## src/rtl/sram2rw_port_ctrl.sv

```systemverilog
// Initiator-side controller for a 2RW SRAM macro (two independent ports).
// Each port turns a valid/ready request stream into the macro's active-low
// controls, and collects read data into a small response FIFO. A request is
// only accepted while a FIFO slot is guaranteed for it, so the FIFO cannot
// overflow. A read to an address at or above DEPTH does not touch the macro.
// Instead it returns rdata=0 with err=1, at the same latency and in order.
module sram2rw_port_ctrl #(
  parameter int ADDR_W    = 5,
  parameter int DATA_W    = 33,
  parameter int DEPTH     = 32,
  parameter int RSP_DEPTH = 2
) (
  input  logic              clock,
  input  logic              reset,
  input  logic              req1_valid,
  output logic              req1_ready,
  input  logic              req1_we,
  input  logic [ADDR_W-1:0] req1_addr,
  input  logic [DATA_W-1:0] req1_wdata,
  input  logic              req2_valid,
  output logic              req2_ready,
  input  logic              req2_we,
  input  logic [ADDR_W-1:0] req2_addr,
  input  logic [DATA_W-1:0] req2_wdata,
  output logic              rsp1_valid,
  input  logic              rsp1_ready,
  output logic [DATA_W-1:0] rsp1_rdata,
  output logic              rsp1_err,
  output logic              rsp2_valid,
  input  logic              rsp2_ready,
  output logic [DATA_W-1:0] rsp2_rdata,
  output logic              rsp2_err,
  output logic              sram_csb1,
  output logic              sram_web1,
  output logic              sram_oeb1,
  output logic [ADDR_W-1:0] sram_a1,
  output logic [DATA_W-1:0] sram_i1,
  input  logic [DATA_W-1:0] sram_o1,
  output logic              sram_csb2,
  output logic              sram_web2,
  output logic              sram_oeb2,
  output logic [ADDR_W-1:0] sram_a2,
  output logic [DATA_W-1:0] sram_i2,
  input  logic [DATA_W-1:0] sram_o2
);

  localparam int CNT_W = $clog2(RSP_DEPTH + 1);
  localparam int PTR_W = $clog2(RSP_DEPTH);
  localparam logic [CNT_W:0]   CREDITS   = (CNT_W + 1)'(RSP_DEPTH);
  localparam logic [CNT_W-1:0] FULL_CNT  = CNT_W'(RSP_DEPTH);
  localparam logic [PTR_W-1:0] LAST_PTR  = PTR_W'(RSP_DEPTH - 1);
  localparam logic [ADDR_W:0]  DEPTH_LIM = (ADDR_W + 1)'(DEPTH);

  // Both ports are bundled so the per-port logic can be generated once.
  logic [1:0]              req_valid;
  logic [1:0]              req_we;
  logic [1:0]              req_ready;
  logic [1:0]              rsp_ready_v;
  logic [1:0][ADDR_W-1:0]  req_addr;
  logic [1:0][DATA_W-1:0]  req_wdata;
  logic [1:0][DATA_W-1:0]  sram_o_v;
  logic                    ww_conflict;

  wire  [1:0]              credit_ok;
  wire  [1:0]              rsp_valid_v;
  wire  [1:0]              rsp_err_v;
  wire  [1:0]              csb_v;
  wire  [1:0]              web_v;
  wire  [1:0]              oeb_v;
  wire  [1:0][ADDR_W-1:0]  a_v;
  wire  [1:0][DATA_W-1:0]  i_v;
  wire  [1:0][DATA_W-1:0]  rdata_v;

  assign req_valid   = {req2_valid, req1_valid};
  assign req_we      = {req2_we, req1_we};
  assign req_addr    = {req2_addr, req1_addr};
  assign req_wdata   = {req2_wdata, req1_wdata};
  assign rsp_ready_v = {rsp2_ready, rsp1_ready};
  assign sram_o_v    = {sram_o2, sram_o1};

  // Two writes to the same in-range word in one cycle: port 1 wins and
  // port 2 is held off for a cycle. This is the only combinational path
  // from request contents to ready.
  assign ww_conflict = req_valid[0] & req_valid[1] & req_we[0] & req_we[1] &
                       (req_addr[0] == req_addr[1]) &
                       ({1'b0, req_addr[0]} < DEPTH_LIM);

  assign req_ready = {credit_ok[1] & ~ww_conflict, credit_ok[0]};

  genvar gi;
  generate
    for (gi = 0; gi < 2; gi++) begin : g_port
      logic                    fire;
      logic                    in_range;
      logic                    inflight_reg;
      logic                    inflight_oor_reg;
      logic [CNT_W-1:0]        count_reg;
      logic [PTR_W-1:0]        wr_ptr_reg;
      logic [PTR_W-1:0]        rd_ptr_reg;
      logic [DATA_W-1:0]       fifo_data_reg [RSP_DEPTH];
      logic                    fifo_err_reg  [RSP_DEPTH];
      logic                    push;
      logic                    pop;
      logic                    head_valid;
      logic [CNT_W:0]          credits_used;
      logic                    csb_c;
      logic                    web_c;
      logic                    oeb_c;
      logic [ADDR_W-1:0]       a_c;
      logic [DATA_W-1:0]       i_c;

      assign in_range     = {1'b0, req_addr[gi]} < DEPTH_LIM;
      assign fire         = req_valid[gi] & req_ready[gi];
      // A slot is reserved from fire onwards, so the read in flight counts.
      assign credits_used = {1'b0, count_reg} + {{CNT_W{1'b0}}, inflight_reg};
      assign credit_ok[gi] = ~reset & (credits_used < CREDITS);
      assign head_valid   = (count_reg != '0);
      assign push         = inflight_reg;
      assign pop          = head_valid & rsp_ready_v[gi];

      // Macro port drive: idle unless an in-range request fires this cycle.
      always_comb begin
        csb_c = 1'b1;
        web_c = 1'b1;
        oeb_c = 1'b1;
        a_c   = '0;
        i_c   = '0;
        if (fire && in_range) begin
          csb_c = 1'b0;
          a_c   = req_addr[gi];
          if (req_we[gi]) begin
            web_c = 1'b0;
            i_c   = req_wdata[gi];
          end else begin
            oeb_c = 1'b0;
          end
        end
      end

      assign csb_v[gi] = csb_c;
      assign web_v[gi] = web_c;
      assign oeb_v[gi] = oeb_c;
      assign a_v[gi]   = a_c;
      assign i_v[gi]   = i_c;

      // Read tracking and FIFO bookkeeping; reset drops any read in flight.
      always_ff @(posedge clock or posedge reset) begin
        if (reset) begin
          inflight_reg     <= 1'b0;
          inflight_oor_reg <= 1'b0;
          count_reg        <= '0;
          wr_ptr_reg       <= '0;
          rd_ptr_reg       <= '0;
        end else begin
          inflight_reg     <= fire & ~req_we[gi];
          inflight_oor_reg <= fire & ~req_we[gi] & ~in_range;
          if (push) begin
            wr_ptr_reg <= (wr_ptr_reg == LAST_PTR) ? '0 : wr_ptr_reg + 1'b1;
          end
          if (pop) begin
            rd_ptr_reg <= (rd_ptr_reg == LAST_PTR) ? '0 : rd_ptr_reg + 1'b1;
          end
          case ({push, pop})
            2'b10:   count_reg <= count_reg + 1'b1;
            2'b01:   count_reg <= count_reg - 1'b1;
            default: count_reg <= count_reg;
          endcase
        end
      end

      // FIFO storage: macro data arrives the cycle after the read fired.
      always_ff @(posedge clock) begin
        if (push) begin
          fifo_data_reg[wr_ptr_reg] <= inflight_oor_reg ? '0 : sram_o_v[gi];
          fifo_err_reg[wr_ptr_reg]  <= inflight_oor_reg;
        end
      end

      assign rsp_valid_v[gi] = head_valid;
      assign rdata_v[gi]     = head_valid ? fifo_data_reg[rd_ptr_reg] : '0;
      assign rsp_err_v[gi]   = head_valid & fifo_err_reg[rd_ptr_reg];

      a_no_overflow : assert property (@(posedge clock) disable iff (reset)
        !(push && !pop && (count_reg == FULL_CNT)));
    end
  endgenerate

  assign req1_ready = req_ready[0];
  assign req2_ready = req_ready[1];
  assign rsp1_valid = rsp_valid_v[0];
  assign rsp2_valid = rsp_valid_v[1];
  assign rsp1_rdata = rdata_v[0];
  assign rsp2_rdata = rdata_v[1];
  assign rsp1_err   = rsp_err_v[0];
  assign rsp2_err   = rsp_err_v[1];
  assign sram_csb1  = csb_v[0];
  assign sram_csb2  = csb_v[1];
  assign sram_web1  = web_v[0];
  assign sram_web2  = web_v[1];
  assign sram_oeb1  = oeb_v[0];
  assign sram_oeb2  = oeb_v[1];
  assign sram_a1    = a_v[0];
  assign sram_a2    = a_v[1];
  assign sram_i1    = i_v[0];
  assign sram_i2    = i_v[1];

endmodule

```

## config.mk

```make
export PLATFORM = sky130hd
export DESIGN_NAME = sram2rw_port_ctrl
export DESIGN_NICKNAME = d
export VERILOG_FILES = /design/src/rtl/sram2rw_port_ctrl.sv
export SDC_FILE = /design/constraint.sdc
export NUM_CORES = 1
export LEC_CHECK = 0
export ABC_AREA = 1
export CELL_PAD_IN_SITES_DETAIL_PLACEMENT = 0
export CELL_PAD_IN_SITES_GLOBAL_PLACEMENT = 1
export CORE_MARGIN = 2
export CORE_UTILIZATION = 45
export DETAILED_ROUTE_END_ITERATION = 6
export DONT_BUFFER_PORTS = 1
export PLACE_DENSITY_LB_ADDON = 0.05
export SLEW_MARGIN = 40
export SYNTH_ARGS = -nofsm -noshare
export SYNTH_HDL_FRONTEND = slang
export SYNTH_SLANG_ARGS = --single-unit
```

## constraint.sdc

```tcl
create_clock -name clock -period 3.8 [get_ports clock]
set_clock_uncertainty 0.05 [all_clocks]
set_input_delay 1.14 -clock clock [delete_from_list [all_inputs] [get_ports clock]]
set_output_delay 1.14 -clock clock [all_outputs]
set_load 0.01 [all_outputs]
```

; Word level (Yosys, flattened, before mapping)
; Memories as Yosys holds them, arrays and structs flattened.
; Index checks and enable logic that the tools add are counted.
[op_classes]
n_bitwise = 19
magnitude_cmp = 2
n_eq_ne = 5
n_mux = 28
n_addsub = 10
n_reduce_logical = 4
[ops]
columns = operator, n
row1 = $mux 33, 6
row2 = $mux 1, 18
row3 = $and 1x1->1, 13
row4 = $mux 5, 2
row5 = $pmux 2 s2, 2
row6 = $reduce_bool 2->1, 4
row7 = $add 2x1->3, 2
row8 = $lt 3x2->1 const B, 2
row9 = $eq 5x5->1, 1
row10 = $add 1x1->1 const B, 4
row11 = $add 2x1->2 const B, 2
row12 = $eq 2x1->1 const B, 2
row13 = $eq 2x2->1 const B, 2
row14 = $not 1->1, 4
row15 = $sub 2x1->2 const B, 2
row16 = $and 1x1->1 const B, 2
[totals]
reg_bits = 10
output_inout_bits = 154
memories = 2
ram_bits = 132
word_cells = 78
[memory_table]
columns = name, words, word_bits, rd, rd_ports_with_merged_regs, write_ports, line_no
row1 = g_port[0].fifo_data_reg, 2, 33, 1, 0, 1, 100  ; logic [DATA_W-1:0] fifo_data_reg [RSP_DEPTH];
row2 = g_port[1].fifo_data_reg, 2, 33, 1, 0, 1, 100

; Longest topological paths before layout
[logic_depth]
depth_word = 8
depth_mapped = 8
depth_no_buf = 7

; Least setup slack after synthesis
; OpenSTA, ideal clock, no wires.
[synth_path]
kind = in2out
startpoint = input reset
endpoint = output sram_i1[22]
cell_stages = 6
path_slack_ns = 0.480
path_buffers = 1
arrival_time_ns = 2.130
path_cell_list = inv_1 > nand3_1 > nor2_1 > inv_2 > buf_2 > nor2_1
[synth_via]
elab_chain_len = 4
[synth_lines]
columns = item, line_no
row1 = from (decl), 14  ; input logic reset,
row2 = $not 1->1, 116  ; assign credit_ok[gi] = ~reset & (credits_used < CREDITS);
row3 = $and 1x1->1, 116
row4 = $and 1x1->1, 113  ; assign fire = req_valid[gi] & req_ready[gi];
row5 = $mux 33, 128  ; if (fire && in_range) begin
row6 = to (decl), 37  ; output logic [DATA_W-1:0] sram_i1,
; No other way between the ends.

; Worst setup path after layout
[layout_path]
startpoint = input reset
endpoint = output sram_i2[19]
[layout_via]
elab_chain_len = 5
[layout_lines]
columns = item, line_no
row1 = $not 1->1, 116
row2 = $and 1x1->1, 116
row3 = $and 1x1->1, 88  ; assign req_ready = {credit_ok[1] & ~ww_conflict, credit_ok[0]};
row4 = $and 1x1->1, 113
row5 = $mux 33, 128
row6 = to (decl), 43  ; output logic [DATA_W-1:0] sram_i2,
; No other way between the ends.

==> out/metrics.yaml <==
status: "finished, final reports clean"
comb_power_share_pct: 27.4
cts_buffers: 17
cp.arrival_ns: 2.30
finalPower_w: 0.00500
post_drt_wl_per_cell_um: 19.9
dieArea_sq_mm: 0.0147
ctsHoldBuffers: 0
cts.sinks: 142
r2r_end: "g_port[1].count_reg[1]$_DFFE_PP0P_"
m1WireLength_um: 5750
syn_area_per_cell_sq_um: 10.2
cp_max_fo: 40
wl_met2_um: 8700
r2r_start: "g_port[1].count_reg[0]$_DFFE_PP0P_"
cts_tree: "yes"
yosysSeqAreaShare_pct: 68.1
p_clk_share_pct: 34.3
drive_gt1_share_pct: 11.5
ys_ff_latch: 142
cts_resized: 0
drt_pass1_iterations: 5
yosys.area.top_type: "edfxtp_1"
core_area_sq_mm: 0.0133
h-tree-depth: 4
ys_types: 20
portBuffers: 0
drtIter0Drc: 296
synthToLayoutAreaGrowth_pct: 15.7
grt_pass1_wl_um: 22600
post-route-period-util_pct: 91.8
hpwl_um: 11500
largest_reg_flops: 132
rows: 42
hp-class: "primary input to asynchronous set/reset pin"
synthTopCellsByArea: "edfxtp_1, nand2_1, a21oi_1, nor2_1, dfrtp_1"
root_buffer: "clkbuf_16"
postCtsSetupBuffers: 0
grtUsageTotal_pct: 21.4
sw_frac_of_total_pct: 34.8
hold_viol: 0
setup_tns_ns: 0
p_leak_nw: 2.76
wirelength_um: 16100
rrSetupSlack_ns: 1.88
fp.dieW_um: 121
seq_power_share_pct: 38.3
p_int_w: 0.00326
viasPerCell: 5.24
grt_max_degree: 41
power.switching_w: 0.00174
fin_crit_ns: 3.49
clock_latency_ns: 0.41
vias: 4259
path_class: "primary input to output pin"
yosys_warnings: 0
ir_drop_uv: 342
worstPathRequired_ns: 2.61
clock.fmax_ghz: 0.287
wl_met3_um: 1260
rsz0062_at_grt: "false"
dieHeight_um: 121
syn_inst: 604
cp-end-kind: "output pin"
powerDensity_mw_per_mm2: 698
rr_worst_depth: 7
ioPinCount: 304
clk_pin_slew_worst_paths_ns: 0.06
remaining_drc_errors: 0
initial_core_util_pct: 46.4
synth_top_cell_area_share_pct: 64.1
dpl_cell_area_sq_mm: 0.00653
slew_headroom_pct: 57.7
tightest_slew_ns: 0.634
drtAntennaViolNets: 0
maxCapViolCount: 0
placed_cells: 780
critPathLaunchType: "primary input"
postLayoutCellArea_sq_mm: 0.00716
grt-ovfl-total: 0
nets: 775
routabilityCongestion: 0.925
grt_pass1_vias: 3942
finalSetupViolCount: 0
cts_buffer_depth: 2
slew_violations: 0
highest_layer: "met4"
syn-cell-area_sq_mm: 0.00619
antenna_found_initial: 1
stdcell_count: 813
cells in the mapped netlist:
| cell type | count |
|---|---|
| dfrtp_1 | 10 |
| nand3_2 | 1 |
| a21oi_1 | 68 |
| edfxtp_1 | 132 |
| inv_2 | 1 |
| conb_1 | 1 |
| xor2_1 | 6 |
| nor2_1 | 88 |
| nand2_1 | 216 |
| nand4_1 | 3 |
| clkbuf_1 | 12 |
| ha_1 | 2 |
| inv_1 | 32 |
| nand3_1 | 2 |
| buf_6 | 4 |
| nand3_4 | 1 |
| o21ai_0 | 2 |
| buf_4 | 3 |
| buf_2 | 18 |
| xnor2_1 | 2 |
layout by cell type, fill, tap and decap left out, types with 3 or more instances in the layout:
| cell | n |
|---|---|
| clkbuf_16 | 17 |
| edfxtp_1 | 132 |
| buf_4 | 33 |
| nand4_1 | 3 |
| nand2_1 | 216 |
| bufinv_16 | 4 |
| clkinv_4 | 4 |
| dfrtp_1 | 10 |
| inv_1 | 32 |
| nor2_1 | 84 |
| a21oi_1 | 68 |
| xor2_1 | 6 |
power groups by stage:
stage               combinational [W]  clock [W]  sequential, W
floorplan                     0.00110          0        0.00191
detailed placement            0.00139          0        0.00195
finish                        0.00137    0.00172        0.00192
CTS                           0.00140    0.00174        0.00192
global placement              0.00137          0        0.00194
global route                  0.00152    0.00181        0.00193
cell type report:
class | instances | area, sq um
fillers | 1164 | 6190
flip-flops and latches | 142 | 4210
multi-input cells | 393 | 1670
clock buffers | 18 | 429
repair buffers | 36 | 305
well taps | 176 | 220
clock inverters | 14 | 193
inverters | 33 | 124
diodes | 1 | 2.50
logic make-up (layout without fill, tap and decap cells):
| kind of cell | Yosys count | after routing | share of synthesized area [%] |
|---|---|---|---|
| other | 1 | 3 | 0.0606 |
| adders and majority gates | 2 | 2 | 0.404 |
| and+or+nand+nor | 311 | 311 | 19.4 |
| buffers and inverters | 70 | 101 | 5.28 |
| xor gates and xnor gates | 8 | 8 | 1.13 |
| AOI/OAI and AO/OA | 70 | 70 | 5.66 |
| DFF | 142 | 142 | 68.1 |
metal layers:
metal / track usage, % / vias up
met1: 24.1 / 2023
met4: 10.3 / 0
met5: 0 / -
met3: 6.48 / 29
met2: 36.8 / 194
li1: - / 2013
critical path, cell delays in order:
cell     delay [ns]
inv_1          0.12
nand3_1        0.10
inv_1          0.15
nand3_4        0.37
nor2_1         0.25
buf_4          0.15
worst max-delay path by stage:
stage | startpoint | to | slack, ns | cells after the start
2_1_floorplan | reset | sram_i1[22] | 0.48 | 6
3_3_place_gp | reset | sram_oeb1 | 0.34 | 6
3_5_place_dp | reset | sram_i2[20] | 0.31 | 6
4_1_cts | reset | sram_i2[20] | 0.31 | 6
5_1_grt | reset | sram_i2[25] | 0.18 | 6
6_report | reset | sram_i2[19] | 0.31 | 6
through the flow:
stage | util (%) | setup slack, ns | hold WS (ns)
floorplan | - | 0.480 | 0.411
global placement | 48.5 | 0.339 | 0.455
detailed placement | 49.0 | 0.309 | 0.468
CTS | 53.6 | 0.306 | 0.429
global route | 53.6 | 0.178 | 0.443
finish | 53.6 | 0.310 | 0.444
No activity file was read; power rests on OpenSTA's default activity.
==> variant 1: new RTL, config.mk and constraints unchanged <==
Change the parameter `DEPTH` from 32 to 31.
--- a/src/rtl/sram2rw_port_ctrl.sv
+++ b/src/rtl/sram2rw_port_ctrl.sv
@@ -8,5 +8,5 @@
   parameter int ADDR_W    = 5,
   parameter int DATA_W    = 33,
-  parameter int DEPTH     = 32,
+  parameter int DEPTH     = 31,
   parameter int RSP_DEPTH = 2
 ) (
Behaviour: not the same (a bounded check fails within 4 cycles, from zero or initial values and one cycle with reset high).
==> variant 1 against the unedited design <==
Design area increased by 17%; combinational power increased by 12%; setup slack improved by 83 ps; synthesized cell count increased by 29%; worst hold slack improved by 29 ps; count of clock-buffer cells in the layout decreased by 1; sequential power increased by 3%; first-iteration DRC count increased by 2.4%; clock power decreased by 3%; sequential cell count increased by 6; area after synthesis increased by 12%; power increased by 3.4%; wire length increased by 6.0%; critical path type unchanged; largest power group unchanged.
==> variant 1: results (changes against the unedited design) <==
Synthesis
The dominant synthesized flop cell is edfxtp_1. The average footprint of a synthesized cell is 8.945 µm² (-13%). The portion of the post-synthesis area used by sequential elements is 63.08% (-5.0 points).

By area the synthesized netlist is led by edfxtp_1 59%, nand2_1 13%, nor2_1 8.6%, inv_1 5.2%, a21oi_1 5.0%. The synthesized net count is 929. By count the netlist is led by 232 x nand2_1, 160 x nor2_1, 136 x edfxtp_1. The post-synthesis async set-or-reset flop share is 8.108% (+1.1 points). The xor/xnor share of the synthesized area is 1.134% (+0.0017 points).

The adder-cell area share of the yosys netlist is 0.3600% (-0.044 points). The number of flops mapped to enable cells by yosys is 136 (+3.0%). The area fraction in compound gates after synthesis is 5.185% (-0.48 points). The post-synthesis mux area share is 0% (unchanged).

Placed design
The number of buffer cells added on primary ports was 0 (unchanged). The routability congestion estimate from global placement is 0.7803 (-16%). The total placed instance area is 7747 µm² (+19%). The placed wire-length estimate after detailed placement is 11.81 mm (+2.2%). The setup slack after placement is 399.2 ps (+90.21 ps).

Global route
The met2 track demand over resource in global routing is 36.36% (-0.47 points). The met3 routing resource usage after global routing came to 5.593% (-0.89 points). The number of antenna violations at the first check in global routing is 0 (-1). The wire length of the first global-routing pass is 25.68 mm (+14%). The total routing resource utilization after global routing is 20.28% (-1.1 points). The global-route met1 utilization is 23.59% (-0.53 points). The largest net degree at the start of global routing is 40 (-2.4%). The number of global-route vias before repair is 5059 (+28%).

Power
The power density relative to cell area is 619.1 nW/µm² (-11%). The leakage dissipation is 3.656 nW (+32%). The worst ir drop on vdd is 0.0003526 V (+3.2%).

Detailed routing
The violation count after the first detailed-route iteration is 303 (+2.4%). The final routed wirelength across all metal layers came to 17.12 mm (+6.0%). The mean number of vias per cell came to 5.016 (-4.2%). The number of iterations in the first detailed-routing pass came to 4 (-1).

Critical path
The data arrival time at the worst-slack endpoint is 2220 ps (-80 ps). The endpoint of the most critical register-to-register path is g_port[1].count_reg[1]. The slowest stage cell on the critical path is buf_12. The delay of the slowest cell on the worst path was 190 ps (-180 ps).

The critical-path maximum fanout was 33 (-18%). The startpoint identified for the worst register-to-register timing path is g_port[1].count_reg[0]. The launch point of the critical path is req2_addr[2]. In this run the worst setup path terminates at sram_i2[17].

Final layout
The post-route non-filler standard cell count is 1045 (+29%). The layout cell share with drive strength beyond 1 came to 15.40% (+3.9 points). The antenna diode count is 0 (-1). The fill cell instance count of the final layout was 1397 (+20%).

Clocking
The clock latency reported for the late side of the worst-skew pair is 410 ps (about the same). The number of buffers inserted by post-CTS setup repair is 0 (unchanged).

Worst hold path
The class of the tightest hold or removal check is reg2reg. The number of cells on the worst hold path is 1.

Run status
The flow ran to the end, and the final reports show no timing, DRC or antenna violations.

Timing
The smallest hold slack is 472.8 ps (+28.90 ps). The transition at the pin with the smallest max-transition slack is 681.8 ps (+48.22 ps). The share of the cycle needed by the critical path after routing is 89.64% (-2.2 points).
variant 1: area by class of cell:
type	count	share of cell area, %
Clock buffer	17	5.096
Clock inverter	15	2.038
Inverter	99	4.481
Multi-Input combinational cell	486	24.28
Sequential cell	148	52.53
Tap cell	188	2.818
Timing Repair Buffer	92	8.753
variant 1: where the power goes:
group | switching (mW) | total, mW | internal [mW] | leakage (nW)
Combinational | 1.13 | 1.53 | 0.393 | 2.00
Sequential | 0.0668 | 1.97 | 1.91 | 1.38
Clock | 0.686 | 1.67 | 0.984 | 0.281
variant 1: cell families after synthesis:
| logic type | count (synthesis) |
|---|---|
| xor+xnor | 9 |
| flops | 148 |
| fa+ha+maj | 2 |
| compound gates | 72 |
| buf+inv | 143 |
| simple gates | 403 |
variant 1: metal layers:
metal,part of all wire (%),vias to the layer above,wire length (µm)
li1,-,2572,-
met1,39,2448,6713
met2,52,204,8941
met3,6.9,18,1188
met4,1.6,0,276
met5,0,-,0
==> variant 2: new RTL, same settings <==
Made on the original files. Make the reset (`reset`) synchronous in one clocked block.
--- a/src/rtl/sram2rw_port_ctrl.sv
+++ b/src/rtl/sram2rw_port_ctrl.sv
@@ -145,5 +145,5 @@
 
       // Read tracking and FIFO bookkeeping; reset drops any read in flight.
-      always_ff @(posedge clock or posedge reset) begin
+      always_ff @(posedge clock) begin
         if (reset) begin
           inflight_reg     <= 1'b0;
Function: differs if reset is asserted again (counterexample within 4 cycles, from zero or initial values and one cycle with reset high); with reset held inactive, the same outputs for 4 cycles.
==> variant 2 against the unedited design <==
Setup slack better by 130 ps; design area is 3.0% higher; area after synthesis is 0.47% higher; register-to-register slack lost 230 ps; sequential cell count increased by 2; wire length shrank 6.5%; via count grew 1.9%; die area rose by 0.45%; critical path type unchanged.
Power is not compared: it rests on default switching activity, and its combinational part moved more than twofold at a synthesized area within 25%.
==> variant 2: results (changes against the unedited design) <==
Synthesis
The post-synth design cell area was 6216 µm² (+0.47%). The number of flops mapped to enable cells by yosys is 132 (unchanged). The post-synthesis async set-or-reset flop share is 0% (-7.0 points). The number of cells produced by synthesis came to 618 (+2.3%). Ranked by total cell area, the synthesized netlist is headed by edfxtp_1 64%, nand2_1 13%, a21oi_1 5.8%, nor2_1 5.3%, dfxtp_1 3.9%. The portion of the post-synthesis area used by sequential elements came to 67.63% (-0.48 points).

By count the netlist is led by 222 x nand2_1, 132 x edfxtp_1, 88 x nor2_1. The most used flip-flop cell after synthesis is edfxtp_1. The warning count from the yosys run is 0 (unchanged). The count of different cell masters after synthesis is 22 (+10%).

Worst hold path
The class of the tightest hold or removal check is reg2reg.

Clocking
The total number of H-tree levels came to 4 (unchanged). The number of buffers inserted by post-CTS setup repair is 0 (unchanged). The root buffer cell is clkbuf_16. The maximum root-to-sink buffer count is 2 (unchanged).

The clock latency reported for the late side of the worst-skew pair is 410 ps (about the same). The clock-pin slew on the worst setup and hold paths is 60 ps (about the same). The total clock buffers created by CTS is 17 (unchanged). The total of cells resized after clock tree synthesis was 0 (unchanged).

Critical path
The startpoint of the worst-slack reg-to-reg timing path is g_port[1].count_reg[0]. The end point of the critical path is sram_i1[19]. The data arrival time at the worst-slack endpoint is 2160 ps (-140 ps). The worst register-to-register path ends at g_port[1].count_reg[1]. The cell count of the worst reg-to-reg path is 9 (+2). The slack of the worst reg-to-reg path is 1650 ps (-230 ps).

The critical-path maximum fanout is 39 (-2.5%).

Final layout
The flip-flop count of the largest register after layout is 132 (unchanged). The antenna diode count is 0 (-1). The layout cell share with drive strength beyond 1 is 15.19% (+3.7 points). The post-route non-filler standard cell count is 854 (+5.0%).

Detailed routing
The number of vias in the routed layout is 4339 (+1.9%). Routed signal wires occupy layers up through met4. The violation count after the first detailed-route iteration is 364 (+23%). The routed metal-1 wire length came to 5.636 mm (-2.0%). The final routed wirelength across all metal layers is 15.10 mm (-6.5%). The number of iterations in the first detailed-routing pass is 4 (-1). The sum of met2 wire segment lengths after detailed routing is 7.798 mm (-10%). The antenna violation net count after detailed routing is 0 (unchanged). The met3 routed wirelength is 1.251 mm (-0.40%).

Run status
The run finished with clean final reports.

Power
Summed over all cells, the static leakage comes to 2.872 nW. Summed over all nets, the switching power comes to 1.124 mW.

Placed design
The number of cells in the design after placement is 822 (+5.4%). The total placed instance area is 6768 µm² (+3.6%). The placed wire-length estimate after detailed placement is 10.63 mm (-7.9%). The setup slack after placement is 445.1 ps (+136.0 ps). The routability congestion estimate from global placement is 0.7931 (-14%).

Global route
The met2 track demand over resource in global routing was 35.08% (-1.8 points). The number of antenna violations at the first check in global routing is 0 (-1). The global-route met1 utilization is 21.98% (-2.1 points). The wire length of the first global-routing pass came to 22.09 mm (-2.2%). The total routing resource utilization after global routing is 20.04% (-1.3 points).

The met3 routing resource usage after global routing is 6.929% (+0.44 points). The number of global-route vias before repair was 4128 (+4.7%).

Timing
The share of the cycle needed by the critical path after routing is 88.29% (-3.5 points). The transition at the pin with the smallest max-transition slack is 552.5 ps (-81.02 ps).
-- variant 2: worst min path at each step --
stage,start,to,slack (ps),cells past startpoint
finish,g_port[0].rd_ptr_reg,g_port[0].rd_ptr_reg,410,1
detailed placement,g_port[0].rd_ptr_reg,g_port[0].rd_ptr_reg,390,1
global route,g_port[1].rd_ptr_reg,g_port[1].rd_ptr_reg,440,1
floorplan,g_port[1].rd_ptr_reg,flip-flop,380,1
CTS,g_port[0].rd_ptr_reg,g_port[0].rd_ptr_reg,400,1
global placement,g_port[1].rd_ptr_reg,g_port[1].rd_ptr_reg,390,1
-- variant 2: final cells by class --
cell class                      instances  area (µm²)
Clock buffer                           17       425.4
Clock inverter                         15       181.4
Fill cell                            1161        5973
Inverter                               29       108.9
Multi-Input combinational cell        408        1714
Sequential cell                       144        4204
Tap cell                              176       220.2
Timing Repair Buffer                   65       520.5
-- variant 2: cell families after synthesis --
group	count (synthesis)	synth area share [%]
AND/OR/NAND/NOR	325	20.39
AO/OA/AOI/OAI	77	6.220
other	1	0.06033
adder cells (fa/ha/maj)	2	0.4025
XOR/XNOR	2	0.2819
flip-flops	144	67.63
buffers and inverters	67	5.012
-- variant 2: worst max-delay path, cell delays in order --
cell,delay (ps)
inv_1,120
nand3_1,120
nor2_1,130
inv_1,90
buf_4,250
nor2_1,150
buf_4,140
-- variant 2: power groups by stage --
stage          sequential [mW]  clock (mW)  combinational, mW
2_1_floorplan             1.84           0              0.467
6_report                  1.81        1.68              0.611
5_1_grt                   1.82        1.78              0.678
4_1_cts                   1.81        1.72              0.626
3_3_place_gp              1.84           0              0.614
3_5_place_dp              1.84           0              0.624
